## src/rtl/microwave_pkg.sv

```systemverilog
// rtl/microwave_pkg.sv - shared encodings and widths for the microwave timer controller
package microwave_pkg;

   localparam int BCD_W      = 4;
   localparam int NUM_DIGITS = 4;
   localparam int BUF_W      = BCD_W * NUM_DIGITS;

   typedef enum logic [2:0] {
      ST_IDLE  = 3'd0,
      ST_ENTRY = 3'd1,
      ST_LOAD  = 3'd2,
      ST_COOK  = 3'd3,
      ST_PAUSE = 3'd4,
      ST_DONE  = 3'd5,
      ST_CLR   = 3'd6
   } state_t;

   function automatic logic is_bcd(input logic [BCD_W-1:0] d);
      return d <= BCD_W'(9);
   endfunction

endpackage

```

## src/rtl/bcd_entry_buf.sv

```systemverilog
// rtl/bcd_entry_buf.sv - four-digit keypad shift buffer with cook-time validity check
module bcd_entry_buf
   import microwave_pkg::*;
(
   input  logic             clk,
   input  logic             clearn,
   input  logic             clear,
   input  logic             shift,
   input  logic             restart,
   input  logic [BCD_W-1:0] digit,
   output logic [BUF_W-1:0] value,
   output logic             valid
);

   always_ff @(posedge clk) begin
      if (!clearn || clear) begin
         value <= '0;
      end else if (shift) begin
         // restart begins a fresh entry so stale digits from a finished cook never leak in
         if (restart) begin
            value <= {{(BUF_W-BCD_W){1'b0}}, digit};
         end else begin
            value <= {value[BUF_W-BCD_W-1:0], digit};
         end
      end
   end

   always_comb begin
      valid = (value != '0) && (value[BCD_W +: BCD_W] <= BCD_W'(5));
   end

endmodule

```

## src/rtl/microwave_timer_ctrl.sv

```systemverilog
// rtl/microwave_timer_ctrl.sv - microwave cook-timer FSM; optional beep output under DONE_BEEP_EN
module microwave_timer_ctrl
   import microwave_pkg::*;
#(
   parameter int BEEP_TICKS = 3
) (
   input  logic             clk,
   input  logic             clearn,
   input  logic             tick,
   input  logic             key_valid,
   input  logic [BCD_W-1:0] key_digit,
   input  logic             start,
   input  logic             stop,
   input  logic             door_closed,
   input  logic             timer_zero,
   output logic [BUF_W-1:0] load_data,
   output logic             loadn,
   output logic             count_en,
   output logic             mag_on,
   output logic             done,
`ifdef DONE_BEEP_EN
   output logic             beep,
`endif
   output logic [2:0]       state
);

   state_t           state_q;
   state_t           state_d;
   logic [BUF_W-1:0] buf_value;
   logic             buf_valid;
   logic             buf_clear;
   logic             buf_shift;
   logic             buf_restart;
   logic             key_ok;

   // stop and start outrank a keypress arriving in the same cycle
   assign key_ok = key_valid && is_bcd(key_digit) && !stop && !start;

   bcd_entry_buf u_entry (
      .clk     (clk),
      .clearn  (clearn),
      .clear   (buf_clear),
      .shift   (buf_shift),
      .restart (buf_restart),
      .digit   (key_digit),
      .value   (buf_value),
      .valid   (buf_valid)
   );

   always_ff @(posedge clk) begin
      if (!clearn) begin
         state_q <= ST_IDLE;
      end else begin
         state_q <= state_d;
      end
   end

   always_comb begin
      state_d     = state_q;
      buf_clear   = 1'b0;
      buf_shift   = 1'b0;
      buf_restart = 1'b0;
      case (state_q)
         ST_IDLE: begin
            if (key_ok) begin
               buf_shift   = 1'b1;
               buf_restart = 1'b1;
               state_d     = ST_ENTRY;
            end
         end
         ST_ENTRY: begin
            if (stop) begin
               buf_clear = 1'b1;
               state_d   = ST_IDLE;
            end else if (start) begin
               if (door_closed && buf_valid) begin
                  state_d = ST_LOAD;
               end
            end else if (key_ok) begin
               buf_shift = 1'b1;
            end
         end
         ST_LOAD: state_d = ST_COOK;
         ST_COOK: begin
            if (stop || !door_closed) begin
               state_d = ST_PAUSE;
            end else if (timer_zero) begin
               state_d = ST_DONE;
            end
         end
         ST_PAUSE: begin
            if (stop) begin
               state_d = ST_CLR;
            end else if (start && door_closed) begin
               state_d = ST_COOK;
            end
         end
         ST_CLR: begin
            buf_clear = 1'b1;
            state_d   = ST_IDLE;
         end
         ST_DONE: begin
            if (stop || start) begin
               buf_clear = 1'b1;
               state_d   = ST_IDLE;
            end else if (key_ok) begin
               buf_shift   = 1'b1;
               buf_restart = 1'b1;
               state_d     = ST_ENTRY;
            end
         end
         default: state_d = ST_IDLE;
      endcase
   end

   always_comb begin
      loadn     = !((state_q == ST_LOAD) || (state_q == ST_CLR));
      load_data = (state_q == ST_CLR) ? '0 : buf_value;
      count_en  = (state_q == ST_COOK) && tick && !timer_zero;
      mag_on    = (state_q == ST_COOK);
      done      = (state_q == ST_DONE);
      state     = state_q;
   end

`ifdef DONE_BEEP_EN
   localparam int BEEP_CW = $clog2(BEEP_TICKS + 1);
   logic [BEEP_CW-1:0] beep_cnt;

   always_ff @(posedge clk) begin
      if (!clearn) begin
         beep     <= 1'b0;
         beep_cnt <= '0;
      end else if (state_q != ST_DONE && state_d == ST_DONE) begin
         beep     <= 1'b1;
         beep_cnt <= '0;
      end else if (state_d != ST_DONE) begin
         beep     <= 1'b0;
      end else if (beep && tick) begin
         if (beep_cnt == BEEP_CW'(BEEP_TICKS - 1)) begin
            beep <= 1'b0;
         end
         beep_cnt <= beep_cnt + 1'b1;
      end
   end
`else
   logic unused_beep_ticks;
   assign unused_beep_ticks = ^BEEP_TICKS;
`endif

endmodule

```

## config.mk

```make
export PLATFORM = sky130hd
export DESIGN_NAME = microwave_timer_ctrl
export DESIGN_NICKNAME = d
export VERILOG_FILES = /design/src/rtl/microwave_pkg.sv /design/src/rtl/bcd_entry_buf.sv /design/src/rtl/microwave_timer_ctrl.sv
export SDC_FILE = /design/constraint.sdc
export NUM_CORES = 1
export LEC_CHECK = 0
export BUFFER_PORTS_ARGS = -buffer_cell sky130_fd_sc_hd__buf_2
export CAP_MARGIN = 0
export CORE_AREA = 5 5 61 63
export DETAILED_ROUTE_END_ITERATION = 6
export DIE_AREA = 0 0 66 68
export PLACE_DENSITY_LB_ADDON = 0.1
export SLEW_MARGIN = 20
export SYNTH_ARGS = -nofsm -noshare
export SYNTH_HDL_FRONTEND = slang
export SYNTH_HIERARCHICAL = 1
export SYNTH_SLANG_ARGS = --single-unit
```

## constraint.sdc

```tcl
create_clock -name clk -period 2.1 [get_ports clk]
set_input_delay 0.21 -clock clk [delete_from_list [all_inputs] [get_ports clk]]
set_output_delay 0.21 -clock clk [all_outputs]
set_load 0.01 [all_outputs]
```

* Word-level counts from Yosys, hierarchy flattened
Index checks and enable logic that the tools add are counted. Widths: inputs -> output; s select.
Word-level totals: register bits 19, input bits 12, output and inout port bits 23, word-level logic and storage cells 56
Cells by class: order comparisons 2, equal/unequal tests 10, multiplexer cells 21, reductions and logical operators 21
Operator list (number):
- $mux 16 | 2
- $mux 3 | 9
- $pmux 3 s6 | 1
- $reduce_bool 16->1 | 1
- $eq 3x3->1 const B | 3
- $ne 3x3->1 const B | 3
- $logic_and 1x1->1 | 8
- $eq 3x2->1 const B | 2
- $logic_not 1->1 | 6
- $mux 1 | 6
- $pmux 1 s3 | 2
- $le 4x3->1 const B | 1
- $le 4x4->1 const B | 1
- $logic_or 1x1->1 | 4
- $reduce_and 4->1 | 1
- $eq 3x1->1 const B | 1
- $logic_not 3->1 | 1
- $ne 3x2->1 const B | 1
- $pmux 1 s2 | 1

* Logic depth before layout (Yosys ltp)
word-level depth 8, depth in mapped cells 9

* By module
The synthesis kept the hierarchy.
Modules (own cells, without submodules):
- bcd_entry_buf | instances 1, cells each 73, area each 706.9 um2, seq. area each 320.3 um2
- microwave_timer_ctrl | instances 1, cells each 68, area each 467.9 um2, seq. area each 60.1 um2

* Least setup slack after synthesis
Ideal clock, no wire load.
path type reg-to-reg, start point reg state_q[0] (netlist: state[0]), end point reg u_entry.value[10], library setup time 0.070 ns, data arrival time 1.746 ns, data required time 2.030 ns, slack 0.284 ns, stages on the path, launching flop included 10, path buffers 4, period minus slack after synthesis 1.816 ns, cells stage by stage dfxtp_1 clkbuf_1 and2b_1 nand2_1 clkbuf_1 o31ai_1 nand2b_1 buf_6 buf_6 a21oi_1
Between the ends: cells in the longest elaborated chain, start to end 3, elaborated cells between the ends (all ways) 9
Ends and longest elaborated chain:
- start, declared | RTL line microwave_timer_ctrl.sv:27 | state_t state_q;
- start signal, assigned | RTL line microwave_timer_ctrl.sv:54 | state_q <= state_d;
- $eq 3x3->1 / $eq 3x1->1 (equally long branches) | RTL line microwave_timer_ctrl.sv:63 | case (state_q)
- $pmux 1 s3 (*) | RTL line microwave_timer_ctrl.sv:63
- named net buf_clear | RTL line microwave_timer_ctrl.sv:31 | logic buf_clear;
- $logic_or 1x1->1 (*) | RTL line bcd_entry_buf.sv:16 | if (!clearn || clear) begin
- end signal, assigned | RTL line bcd_entry_buf.sv:21 | value <= {{(BUF_W-BCD_W){1'b0}}, digit};
- end signal, assigned | RTL line bcd_entry_buf.sv:23 | value <= {value[BUF_W-BCD_W-1:0], digit};
- end, declared | RTL line bcd_entry_buf.sv:11 | output logic [BUF_W-1:0] value,
The timed path passes the listed nets; every way through them passes the cells marked *. A chain may end at the register's enable or synchronous reset.

* Worst setup path after layout
start point reg state_q[1] (netlist: state[1]), end point out count_en
Between the ends: cells in the longest elaborated chain, start to end 3
Ends and longest elaborated chain:
- $eq 3x2->1 | RTL line microwave_timer_ctrl.sv:119 | count_en = (state_q == ST_COOK) && tick && !timer_zero;
- $logic_and 1x1->1 (2 in series) | RTL line microwave_timer_ctrl.sv:119
- end, declared | RTL line microwave_timer_ctrl.sv:18 | output logic count_en,
No other way between the ends.

==> results.yml <==
detailed_routing:
  drtIter0Drc: 53
  vias: 1091
  routed_wirelength_um: 2950
  drc: 0
  first_pass_iters: 4
  wl_per_cell_um: 13.4
  ant_nets: 0
  vias_per_cell: 4.96
clock_network:
  h-tree-depth: 1
  cts_sinks: 19
  cts_tree: "built"
  post_cts_buffers: 0
  cts_buffer_depth: 2
  clock_latency_ns: 0.29
  clk_pin_slew_ns: 0.11
  cts_buffers: 3
  cts_root_buffer: "clkbuf_4"
power_and_ir_drop:
  ir_worst_vdd_mv: 0.220
  p_per_area_nw_per_um2: 464
  p_leak_nw: 0.553
  total_power_w: 0.000643
worst_setup_path:
  critPathLaunchType: "flop"
  rrSetupSlack_ns: 0.35
  arrival_ns: 1.77
  critPathCaptureType: "output pin"
  crit_type: "flop to output pin"
  critPathRequiredTime_ns: 1.89
  cp_max_fo: 15
synth:
  synth_edf_count: 0
  async_flop_share_pct: 0
  ys_ff_latch: 19
  syn_area_um2: 1170
  synthFlopType: "dfxtp_1"
  ys_seq_area_share_pct: 32.4
  synth.avg_cell_area_um2: 8.33
  synth_cell_types: 36
  synth_area_leaders: "dfxtp_1 32%, and2_1 9.6%, nand3b_1 7.7%, nand2b_1 6.9%, a21oi_1 6.0%"
  syn_nets: 153
  yosys_warnings: 6
  synthCells: 141
  synth_top_area_share_pct: 32.4
  synth_top_cell_by_area: "dfxtp_1"
floorplanning:
  ios: 35
  initial_core_util_pct: 37.0
  dieHeight_um: 68
  die_w_um: 66
  dieArea_um2: 4490
  rows: 21
  core-area_um2: 3180
place:
  detailed_place.area_um2: 1360
  gp_congestion: 0.791
  port_buffers: 34
  hpwl_um: 2170
worst_hold_path:
  holdCritPathClass: "input pin to flop"
job:
  max-cap-violations: 0
final_layout:
  design_area_um2: 1390
  syn2layout_area_growth_pct: 18.1
  antenna_cells: 0
  fin_nets: 187
  fin_util_pct: 43.6
  drive_above_1_share_pct: 27.6
sta:
  fmax_mhz: 506
  fin_worst_skew_ns: 0.00319
  tightest_slew_ns: 0.491
  slew_headroom_pct: 67.2
  tns_ns: 0
  timing.final.crit_share_pct: 94.1
  rsz0062_at_grt: "false"
  setup_violations: 0
  hold_viol: 0
  slew_viol_final: 0
  fin_crit_ns: 1.98
grt:
  first_global_vias: 1051
  grtUsageTotal_pct: 13.4
  grt_start_max_net_pins: 29
  grt_pass1_wl_um: 4660
  antenna_found_initial: 0
  overflow: 0
run_status:
  status: "finished, final reports clean"
cell usage after synthesis (2+ instances only):
| cell | n |
|---|---|
| a21oi_1 | 14 |
| nor3b_1 | 2 |
| nor2_1 | 10 |
| nor2b_1 | 2 |
| a211oi_1 | 2 |
| nand2b_1 | 13 |
| nor4_1 | 3 |
| buf_6 | 6 |
| dfxtp_1 | 19 |
| nor3_1 | 3 |
| mux2i_1 | 4 |
| nand2_1 | 3 |
| o21ai_0 | 2 |
| nand3b_1 | 12 |
| buf_2 | 2 |
| nand3_1 | 4 |
| clkbuf_1 | 3 |
| and2_1 | 18 |
| inv_1 | 2 |
path summary, 6_finish.rpt:
kind | depth (start not counted) | to | start
setup / recovery | 3 | count_en | state[1]
setup reg to reg | 4 | state[1] | state[1]
hold reg to reg | 2 | u_entry/value[15] | u_entry/value[15]
hold / removal | 3 | u_entry/value[0] | key_digit[0]
cell families (layout without fill, tap and decap cells):
family	after synthesis	after routing	share of synthesized area (%)
muxes	4	4	3.41
and+or+nand+nor	76	76	39.9
buffers and inverters	13	46	8.20
xor gates and xnor gates	1	1	0.746
AOI/OAI and AO/OA	28	28	15.3
DFF	19	19	32.4
layer usage:
| metal | track usage [%] | share of wire (%) | vias up |
|---|---|---|---|
| li1 | - | - | 564 |
| met1 | 15.7 | 47 | 500 |
| met2 | 24.0 | 48 | 25 |
| met3 | 2.63 | 4.3 | 2 |
| met4 | 5.33 | 0.58 | 0 |
| met5 | 0 | 0 | - |
through the flow:
stage	worst slack, ns	instances	hold WS (ns)
floorplan	0.284	141	0.355
global placement	0.386	216	0.453
detailed placement	0.399	216	0.466
CTS	0.0985	220	0.151
global route	0.0259	220	0.168
finish	0.123	220	0.158
worst max-delay path, cell delays in order, from the launching register on:
cell and delay, ns:
dfxtp_1 0.64, nor4bb_1 0.53, and2_1 0.18, buf_2 0.12
flip-flops by register name, indices dropped and copies added, names as in the netlist:
| name | cells |
|---|---|
| state | 3 |
| u_entry/value | 16 |
where the power goes:
| group | internal (W) | leakage (nW) | total [W] | switching (W) |
|---|---|---|---|---|
| logic | 0.0000386 | 0.383 | 0.0000844 | 0.0000458 |
| clock network | 0.0000738 | 0.0150 | 0.000185 | 0.000111 |
| registers | 0.000365 | 0.154 | 0.000374 | 0.00000923 |
| total | 0.000478 | 0.553 | 0.000643 | 0.000166 |
cell usage in the layout, fill, tap and decap left out, types with 2 or more instances in the layout:
cell      count
a211oi_1      2
a21oi_1      14
and2_1       18
buf_2        34
buf_4         6
clkbuf_4      3
dfxtp_1      17
dfxtp_2       2
inv_1         2
mux2i_1       4
nand2_1       3
nand2b_1     13
nand3_1       4
nand3b_1     12
nor2_1       10
nor2b_1       2
nor3_1        3
nor3b_1       2
nor4_1        3
o21ai_0       2
cell type report:
class	count	area [µm²]
flip-flops and latches	19	383
fillers	346	1790
multi-input cells	109	698
clock buffers	4	26.3
repair buffers	40	215
inverters	2	7.51
well taps	46	57.6
repair_timing:
item	CTS	global route
endpoints found under the setup margin	0	11
hold buffers	0	0
resized for setup	0	2
Power figures use the tool's default switching activity.
